File: src/rtl/piso_tx_sequencer_if.sv
// Word stream and PISO-side signals of the PISO frame controller.
// Latency: n/a (signal bundle only).
// Backpressure: in_valid/in_ready handshake; in_ready high only while the controller is idle.
//   master : word producer / environment (drives in_data, in_valid, serial_in)
//   slave  : piso_tx_sequencer (drives handshake ready, PISO strobes, framed line, status)
interface piso_tx_sequencer_if #(
  parameter int DATA_W = 4
);
  logic [DATA_W-1:0] in_data;
  logic              in_valid;
  logic              in_ready;
  logic [DATA_W-1:0] par_out;
  logic              latch_c;
  logic              shift_c;
  logic              serial_in;
  logic              line_out;
  logic              busy;
  logic              done;

  modport master (
    output in_data, in_valid, serial_in,
    input  in_ready, par_out, latch_c, shift_c, line_out, busy, done
  );

  modport slave (
    input  in_data, in_valid, serial_in,
    output in_ready, par_out, latch_c, shift_c, line_out, busy, done
  );
endinterface

File: src/rtl/piso_tx_sequencer.sv
// Frame controller for a DATA_W-bit PISO: loads the word, strobes shifts, wraps the serial bit in start/stop.
// Latency: word accepted at an edge -> latch_c next cycle; frame = 1 + BIT_DIV*(1+DATA_W+P+STOP_BITS) cycles.
// Backpressure: in_ready high only in IDLE; in_valid outside IDLE is ignored, nothing is queued.
//   Ports: clk, rst_n (async active-low); bus (slave modport): in_data/in_valid/in_ready word handshake,
//   par_out/latch_c/shift_c to the PISO, serial_in from the PISO, line_out framed line, busy, done pulse.
//   Optional macro PISO_TX_PARITY_EN adds an even-parity bit between data and stop bits.
module piso_tx_sequencer #(
  parameter int DATA_W    = 4,
  parameter int BIT_DIV   = 4,
  parameter int STOP_BITS = 1
) (
  input  logic                 clk,
  input  logic                 rst_n,
  piso_tx_sequencer_if.slave   bus
);

  localparam int DIV_W = (BIT_DIV > 1) ? $clog2(BIT_DIV) : 1;
  localparam int BIT_W = $clog2(DATA_W);

  localparam logic [DIV_W-1:0] DIV_LAST  = DIV_W'(BIT_DIV - 1);
  localparam logic [BIT_W-1:0] BIT_LAST  = BIT_W'(DATA_W - 1);
  localparam logic [BIT_W-1:0] STOP_LAST = BIT_W'(STOP_BITS - 1);

  typedef enum logic [2:0] {
    S_IDLE,
    S_LOAD,
    S_START,
    S_DATA,
`ifdef PISO_TX_PARITY_EN
    S_PARITY,
`endif
    S_STOP
  } state_t;

  state_t            state_q, state_d;
  logic [DIV_W-1:0]  div_q,   div_d;
  logic [BIT_W-1:0]  bit_q,   bit_d;
  logic [DATA_W-1:0] word_q,  word_d;

  logic div_last;
  logic bit_last;

  assign div_last = (div_q == DIV_LAST);
  assign bit_last = (bit_q == BIT_LAST);

  always_ff @(posedge clk or negedge rst_n) begin
    if (!rst_n) begin
      state_q <= S_IDLE;
      div_q   <= '0;
      bit_q   <= '0;
      word_q  <= '0;
    end else begin
      state_q <= state_d;
      div_q   <= div_d;
      bit_q   <= bit_d;
      word_q  <= word_d;
    end
  end

  always_comb begin
    state_d = state_q;
    div_d   = div_q;
    bit_d   = bit_q;
    word_d  = word_q;
    // Timed states share the divider; it restarts at 0 on every bit boundary.
    if (state_q != S_IDLE && state_q != S_LOAD) begin
      div_d = div_last ? '0 : div_q + 1'b1;
    end
    case (state_q)
      S_IDLE: begin
        div_d = '0;
        bit_d = '0;
        if (bus.in_valid) begin
          word_d  = bus.in_data;
          state_d = S_LOAD;
        end
      end
      S_LOAD: begin
        div_d   = '0;
        bit_d   = '0;
        state_d = S_START;
      end
      S_START: begin
        if (div_last) state_d = S_DATA;
      end
      S_DATA: begin
        if (div_last) begin
          if (bit_last) begin
            bit_d   = '0;
`ifdef PISO_TX_PARITY_EN
            state_d = S_PARITY;
`else
            state_d = S_STOP;
`endif
          end else begin
            bit_d = bit_q + 1'b1;
          end
        end
      end
`ifdef PISO_TX_PARITY_EN
      S_PARITY: begin
        if (div_last) state_d = S_STOP;
      end
`endif
      S_STOP: begin
        // bit_q doubles as the stop-bit counter.
        if (div_last) begin
          if (bit_q == STOP_LAST) begin
            bit_d   = '0;
            state_d = S_IDLE;
          end else begin
            bit_d = bit_q + 1'b1;
          end
        end
      end
      default: state_d = S_IDLE;
    endcase
  end

  // All outputs decode from registered state so they are glitch-free relative to the PISO edge.
  assign bus.in_ready = (state_q == S_IDLE);
  assign bus.busy     = (state_q != S_IDLE);
  assign bus.latch_c  = (state_q == S_LOAD);
  assign bus.par_out  = word_q;
  // The PISO already presents bit 0 after the load, so only DATA_W-1 shifts are needed.
  assign bus.shift_c  = (state_q == S_DATA) && div_last && !bit_last;
  assign bus.done     = (state_q == S_STOP) && div_last && (bit_q == STOP_LAST);

  always_comb begin
    bus.line_out = 1'b1;
    case (state_q)
      S_START:  bus.line_out = 1'b0;
      S_DATA:   bus.line_out = bus.serial_in;
`ifdef PISO_TX_PARITY_EN
      S_PARITY: bus.line_out = ^word_q;
`endif
      default:  bus.line_out = 1'b1;
    endcase
  end

endmodule

File: src/flat_wrapper.sv
// flat-port wrapper written by rule: the top's interface ports become plain ports
module piso_tx_sequencer_flat 
#(
  parameter int DATA_W    = 4,
  parameter int BIT_DIV   = 4,
  parameter int STOP_BITS = 1
)
  (clk, rst_n, bus_in_data, bus_in_valid, bus_serial_in, bus_in_ready, bus_par_out, bus_latch_c, bus_shift_c, bus_line_out, bus_busy, bus_done);
  piso_tx_sequencer_if #(.DATA_W(DATA_W)) bus_i ();
  input  logic clk;
  input  logic rst_n;
  input wire logic [$bits(bus_i.in_data)-1:0] bus_in_data;
  input wire logic [$bits(bus_i.in_valid)-1:0] bus_in_valid;
  input wire logic [$bits(bus_i.serial_in)-1:0] bus_serial_in;
  output wire logic [$bits(bus_i.in_ready)-1:0] bus_in_ready;
  output wire logic [$bits(bus_i.par_out)-1:0] bus_par_out;
  output wire logic [$bits(bus_i.latch_c)-1:0] bus_latch_c;
  output wire logic [$bits(bus_i.shift_c)-1:0] bus_shift_c;
  output wire logic [$bits(bus_i.line_out)-1:0] bus_line_out;
  output wire logic [$bits(bus_i.busy)-1:0] bus_busy;
  output wire logic [$bits(bus_i.done)-1:0] bus_done;
  assign bus_i.in_data = bus_in_data;
  assign bus_i.in_valid = bus_in_valid;
  assign bus_i.serial_in = bus_serial_in;
  assign bus_in_ready = bus_i.in_ready;
  assign bus_par_out = bus_i.par_out;
  assign bus_latch_c = bus_i.latch_c;
  assign bus_shift_c = bus_i.shift_c;
  assign bus_line_out = bus_i.line_out;
  assign bus_busy = bus_i.busy;
  assign bus_done = bus_i.done;
  piso_tx_sequencer #(.DATA_W(DATA_W), .BIT_DIV(BIT_DIV), .STOP_BITS(STOP_BITS)) u_core (.clk(clk), .rst_n(rst_n), .bus(bus_i));
endmodule
File: config.mk
export PLATFORM = sky130hd
export DESIGN_NAME = piso_tx_sequencer_flat
export DESIGN_NICKNAME = d
export VERILOG_FILES = /design/src/rtl/piso_tx_sequencer_if.sv /design/src/rtl/piso_tx_sequencer.sv /design/src/flat_wrapper.sv
export SDC_FILE = /design/constraint.sdc
export NUM_CORES = 1
export LEC_CHECK = 0
export CORE_UTILIZATION = 45
export DETAILED_ROUTE_END_ITERATION = 8
export HOLD_SLACK_MARGIN = 0.08
export PLACE_DENSITY = 0.78
export SYNTH_ARGS = -nofsm -noshare
export SYNTH_HDL_FRONTEND = slang
export SYNTH_SLANG_ARGS = --single-unit
File: constraint.sdc
create_clock -name clk -period 2.06 [get_ports clk]
set_input_delay 0.618 -clock clk [delete_from_list [all_inputs] [get_ports clk]]
set_output_delay 0.618 -clock clk [all_outputs]
set_load 0.1 [all_outputs]
==> results of run 1 <==
## what timing repair did
item,CTS,global route
resized for setup,4,8
hold endpoints to repair,0,0
gates cloned,0,0
pin swaps,2,2
setup endpoints to repair,3,5
setup buffers,2,0
## layout make-up
cell class	count	area share, %
well taps	15	1.83
clock buffers	4	2.57
repair buffers	21	29.3
multi-input cells	40	36.8
flip-flops and latches	11	27.3
inverters	5	2.20
## kinds of logic after synthesis
group,share of synthesized area (%)
flip-flops,42.5
AO/OA/AOI/OAI,12.4
multiplexers,9.27
buffers and inverters,6.76
AND/OR/NAND/NOR,21.4
adder cells (fa/ha/maj),7.72
## worst min-delay path by stage
stage / from / end
2_1_floorplan: rst_n / u_core.bit_q[0]
3_3_place_gp: u_core.div_q[0] / u_core.div_q[0]
3_5_place_dp: u_core.div_q[0] / u_core.div_q[0]
4_1_cts: u_core.div_q[0] / u_core.div_q[0]
5_1_grt: u_core.div_q[0] / u_core.div_q[0]
6_report: u_core.div_q[0] / u_core.div_q[0]
## power by group through the flow
stage	registers, mW	logic (mW)	clock network, mW
2_1_floorplan	0.553	0.508	0
3_3_place_gp	0.384	0.988	0
3_5_place_dp	0.392	1.01	0
4_1_cts	0.394	1.05	0.159
5_1_grt	0.413	1.12	0.171
6_report	0.402	1.06	0.156
## metrics by stage
stage / hold WS (ns) / cell area [um^2] / utilization [%]
finish: 0.487 / 1020 / 77.7
CTS: 0.488 / 1000 / 76.1
floorplan: 0.322 / 666 / -
global placement: 0.424 / 945 / 71.7
detailed placement: 0.428 / 945 / 71.7
global route: 0.491 / 1020 / 77.7
## sequential cells by signal, indices dropped and copies added (netlist names)
register and count:
u_core.bus.par_out 4, u_core.state_q 3, u_core.bit_q 2, u_core.div_q 2
## worst max-delay path: cells and delay by family (launching register included)
family	cells	cell delay, ns
buffers and inverters	2	0.26
DFF	1	0.45
and+or+nand+nor	1	0.44
## per-layer routing
layer  up-vias  GRT usage (%)
met2        22           33.9
met5         -              0
li1        250              -
met1       259           26.9
met4         0           16.4
met3         8           6.11
## cell usage in the layout, fill, tap and decap left out
master	count
buf_12	10
and2_2	1
clkbuf_1	1
nand2b_1	1
nand2_1	4
a311oi_1	1
o41ai_1	1
and2_4	1
nand2b_2	1
clkbuf_4	3
clkdlybuf4s50_1	7
or3_4	1
a22o_2	1
nor2_8	1
clkinvlp_4	1
mux2_4	4
ha_4	1
a21o_1	1
a221o_1	2
o31a_2	1
inv_1	4
nor2b_1	1
nor2_4	1
o21ai_0	3
ha_2	1
and4_2	1
dfrtp_1	8
buf_4	4
and3_4	1
ha_1	2
nor3_1	2
nand3b_1	1
dfrtp_2	3
nor2_2	1
nand3_1	3
nor3_4	1
## synthesized netlist by cell type
master    instances
a311oi_1          1
nand2b_1          2
ha_1              4
o21ai_0           3
and3_1            1
nand3b_1          1
mux2_4            4
inv_1             5
nor2_1            2
and2_1            2
o41ai_1           1
clkbuf_1          1
buf_6             1
and4_2            1
nor3_1            3
o31a_2            1
a22o_2            1
a221o_1           2
nor2_8            1
dfrtp_1          11
or3_4             1
a21o_1            1
nand3_1           3
buf_2             2
nor2b_1           1
nand2_1           4
==> flow_metrics.tcl, run 1 <==
set metrics [dict create \
    fp.dieW_um 40.0 \
    cts_tree "built" \
    layout-drive-gt1-share_pct 48.1 \
    wl_met3_um 61 \
    setup_viol 0 \
    yosys.area.top_type_share_pct 42.5 \
    grt_max_degree 12 \
    cts_sinks 11 \
    fillers 74 \
    p_sw_uw 803 \
    max_freq_ghz 0.487 \
    cts_buffers 3 \
    met1_length_um 578 \
    clkTransAtPathRegs_ns 0.07 \
    rr_worst_depth 4 \
    drtAntennaViolNets 0 \
    cp_slowest_cell "dfrtp_2" \
    reg2reg_setup_slack_ns 0.44 \
    rsz0062_at_grt "yes" \
    power.leakage_nw 0.445 \
    cp_cell_sequence "or3_4 > clkinvlp_4 > buf_12" \
    postCtsHoldBufs 0 \
    hp-class "reg2reg" \
    clock_skew_ns 0.00138 \
    finalCritPeriodShare_pct 99.8 \
    fin_ws_ns 0.00505 \
    drv_cap 0 \
    grt_pass1_wl_mm 2.13 \
    r2r_end "u_core.bus.par_out[0]" \
    clock_insertion_delay_worst_skew_ns 0.28 \
    ys.warnings.count 0 \
    nNetsFinal 94 \
    cp-start-kind "flop" \
    crit_type "reg2out" \
    avgSynthCellArea_um2 10.8 \
    period_needed_ns 2.05 \
    synth_cell_types 26 \
    power_density_nw_per_um2 1580 \
    final-max-slew-violation-count 0 \
    met2_length_um 739 \
    whs_path_depth 1 \
    viasPerCell 5.61 \
    ios 18 \
    coreArea_um2 1320 \
    crit_arrival_ns 1.44 \
    register_area_um2 279 \
    overflow 0 \
    place.gp.congestion 0.800 \
    synth_seq_cells 11 \
    worstSetupStartpoint "u_core.state_q[1]" \
    tightestPinTransition_ns 0.487 \
    drt_iter0_markers 17 \
    antenna_found_initial 0 \
    clockRootBuffer "clkbuf_4" \
    p_int_uw 811 \
    die_h_um 40.0 \
    switching_share_pct 49.7 \
    routed.top_layer "met4" \
    cp-end-kind "output port" \
    cts_buffer_depth 2 \
    yosysSeqAreaShare_pct 42.5 \
    first_pass_iters 4 \
    hold_viol_final 0 \
    syn2layout_area_growth_pct 57.9 \
    portBuffers 17 \
    synth_area_um2 648 \
    total_power_mw 1.61 \
    cp_data_required_time_ns 1.44 \
    fin_tns_setup_ns 0 \
    place_inst 90 \
    drt-total-wl_mm 1.42 \
    die_area_um2 1600 \
    diodes 0 \
    netlist_instances 60 \
    vdd_drop_max_v 0.00105 \
    pwr-share-seq_pct 24.9 \
    yosysTopAreaCell "dfrtp_1" \
    grt_pass1_vias 483 \
    crit_path_end "bus_in_ready" \
    syn_nets 72 \
    p_comb_share_pct 65.4 \
    place_hpwl_mm 1.07 \
    clock_power_share_pct 9.7 \
    via_count 539 \
    drc_errors 0 \
    wl_per_cell_um 14.8 \
    post-place-ws_ns 0.0257 \
    final_cells 96 \
    slew_headroom_pct 67.5 \
    htreeDepth 1 \
    critPathMaxStageDelay_ns 0.45 \
    status "completed" \
    synth_top_cells_by_area "dfrtp_1 (42%), mux2_4 (9.3%), ha_1 (7.7%)" \
    worst-path-max-fanout 5 \
    reg2reg_from "u_core.state_q[1]" \
    initial_utilization_pct 49.2 \
    num_rows 13 \
    grt_usage_pct 22.3 \
    multiInputGateArea_um2 377 \
]
(Power assumes the default switching activity.)
==> run 2: changes to the inputs <==
Settings changed: MAX_ROUTING_LAYER set to met4.
==> run 2 against run 1 <==
Against the previous run:
- first-iteration DRC count rose by 18%
- total power barely moved
- routed wire length fell by 0.56%
- critical path depth did not move
- largest power group unchanged
- clock skew barely moved
- core utilization did not move
- combinational power barely moved
- highest routed layer unchanged
- clock-buffer cell count did not move
- die area did not move
- sequential share of layout area did not move
==> flow_metrics.tcl, run 2 (synthesized netlist as in run 1, its figures left out) <==
set metrics [dict create \
    status "completed" \
    grt_usage_pct 23.0 \
    grt_pass1_vias 476 \
    cts_sinks 11 \
    p_sw_uw 802 \
    crit_type "reg2out" \
    tightestPinTransition_ns 0.484 \
    cts_buffer_depth 2 \
    worstHoldEndpoint "u_core.div_q[0]" \
    coreArea_um2 1320 \
    total_power_mw 1.61 \
    final_cells 96 \
    wl_per_cell_um 14.7 \
    place_inst 90 \
    final_cell_mix "buf_12 (10), dfrtp_1 (8), clkdlybuf4s50_1 (7)" \
    crit_arrival_ns 1.44 \
    drt_iter0_markers 20 \
    hold_viol_final 0 \
    antenna_found_initial 0 \
    drc_errors 0 \
    diodes 0 \
    holdWs_ns 0.484 \
    post_dp_cell_area_um2 945 \
    final-max-slew-violation-count 0 \
    grt_pass1_wl_mm 2.14 \
    reg2reg_setup_slack_ns 0.44 \
    clockRootBuffer "clkbuf_4" \
    vdd_drop_max_v 0.00105 \
    drt-total-wl_mm 1.41 \
    largest_reg_flops 4 \
    overflow 0 \
    place_hpwl_mm 1.07 \
    power.leakage_nw 0.445 \
    portBuffers 17 \
    drv_cap 0 \
    cts_tree "built" \
    rr_worst_depth 4 \
    p_comb_share_pct 65.3 \
    power_density_nw_per_um2 1580 \
    final_util_pct 77.7 \
    rsz0062_at_grt "yes" \
    reg2reg_from "u_core.state_q[1]" \
    r2r_end "u_core.bus.par_out[0]" \
    finalCritPeriodShare_pct 99.7 \
    fin_tns_setup_ns 0 \
    grt_max_degree 12 \
    via_count 521 \
    htreeDepth 1 \
    cp_data_required_time_ns 1.44 \
    ios 18 \
    clock_power_share_pct 9.7 \
    pwr-share-seq_pct 25.0 \
    cp-start-kind "flop" \
    period_needed_ns 2.05 \
    layout-drive-gt1-share_pct 48.1 \
    drtAntennaViolNets 0 \
    fp.dieW_um 40.0 \
    die_area_um2 1600 \
    worst-path-max-fanout 5 \
    cts_buffers 3 \
    clkTransAtPathRegs_ns 0.07 \
    first_pass_iters 4 \
    viasPerCell 5.43 \
    switching_share_pct 49.7 \
    cp-end-kind "output port" \
    whs_path_depth 1 \
    layout.cells.most_common "buf_12" \
    hp-start "u_core.div_q[0]" \
    p_int_uw 811 \
    initial_utilization_pct 49.2 \
    place.gp.congestion 0.812 \
    slew_headroom_pct 67.6 \
    die_h_um 40.0 \
    nNetsFinal 94 \
    clock_skew_ns 0.00101 \
    num_rows 13 \
    max_freq_ghz 0.487 \
    fin_ws_ns 0.00589 \
    design_area_um2 1020 \
    clock_insertion_delay_worst_skew_ns 0.28 \
    setup_viol 0 \
    syn2layout_area_growth_pct 57.9 \
    post-place-ws_ns 0.0257 \
    hp-class "reg2reg" \
]
[run 2: area by class of cell]
type	count	area, um^2
multi-input cells	40	377
repair buffers	21	300
fillers	74	294
flip-flops and latches	11	279
clock buffers	4	26.3
inverters	5	22.5
well taps	15	18.8
[run 2: per-layer routing]
metal	wire (um)	share of wire (%)	GRT usage (%)
met5	0	0	-
met4	34	2.4	15.5
met3	45	3.2	5.00
met2	738	52	34.3
met1	592	42	27.6
[run 2: power by group through the flow]
stage	clock network [mW]	registers (mW)	logic, mW
finish	0.157	0.403	1.05
global route	0.171	0.413	1.12
CTS	0.159	0.394	1.05
detailed placement	0	0.392	1.01
global placement	0	0.384	0.988
floorplan	0	0.553	0.508
[run 2: critical path: stages, from the launching register on]
cell and delay, ns:
dfrtp_2 0.45, or3_4 0.44, clkinvlp_4 0.10, buf_12 0.16
[run 2: worst max path at each step]
stage	start	end	slack [ns]	cells past startpoint
2_1_floorplan	u_core.state_q[2]	bus_shift_c	-0.11	3
3_3_place_gp	bus_serial_in	bus_line_out	0.04	3
3_5_place_dp	bus_serial_in	bus_line_out	0.03	3
4_1_cts	u_core.state_q[1]	bus_latch_c	-0.00007	4
5_1_grt	u_core.state_q[2]	bus_shift_c	-0.03	3
6_report	u_core.state_q[1]	bus_in_ready	0.006	3
[run 2: timing repair]
item,in CTS,in global routing
hold endpoints to repair,0,0
hold buffers,0,0
gates resized for setup,4,8
setup buffers,2,0
pin swaps,2,2
endpoints found under the setup margin,3,5
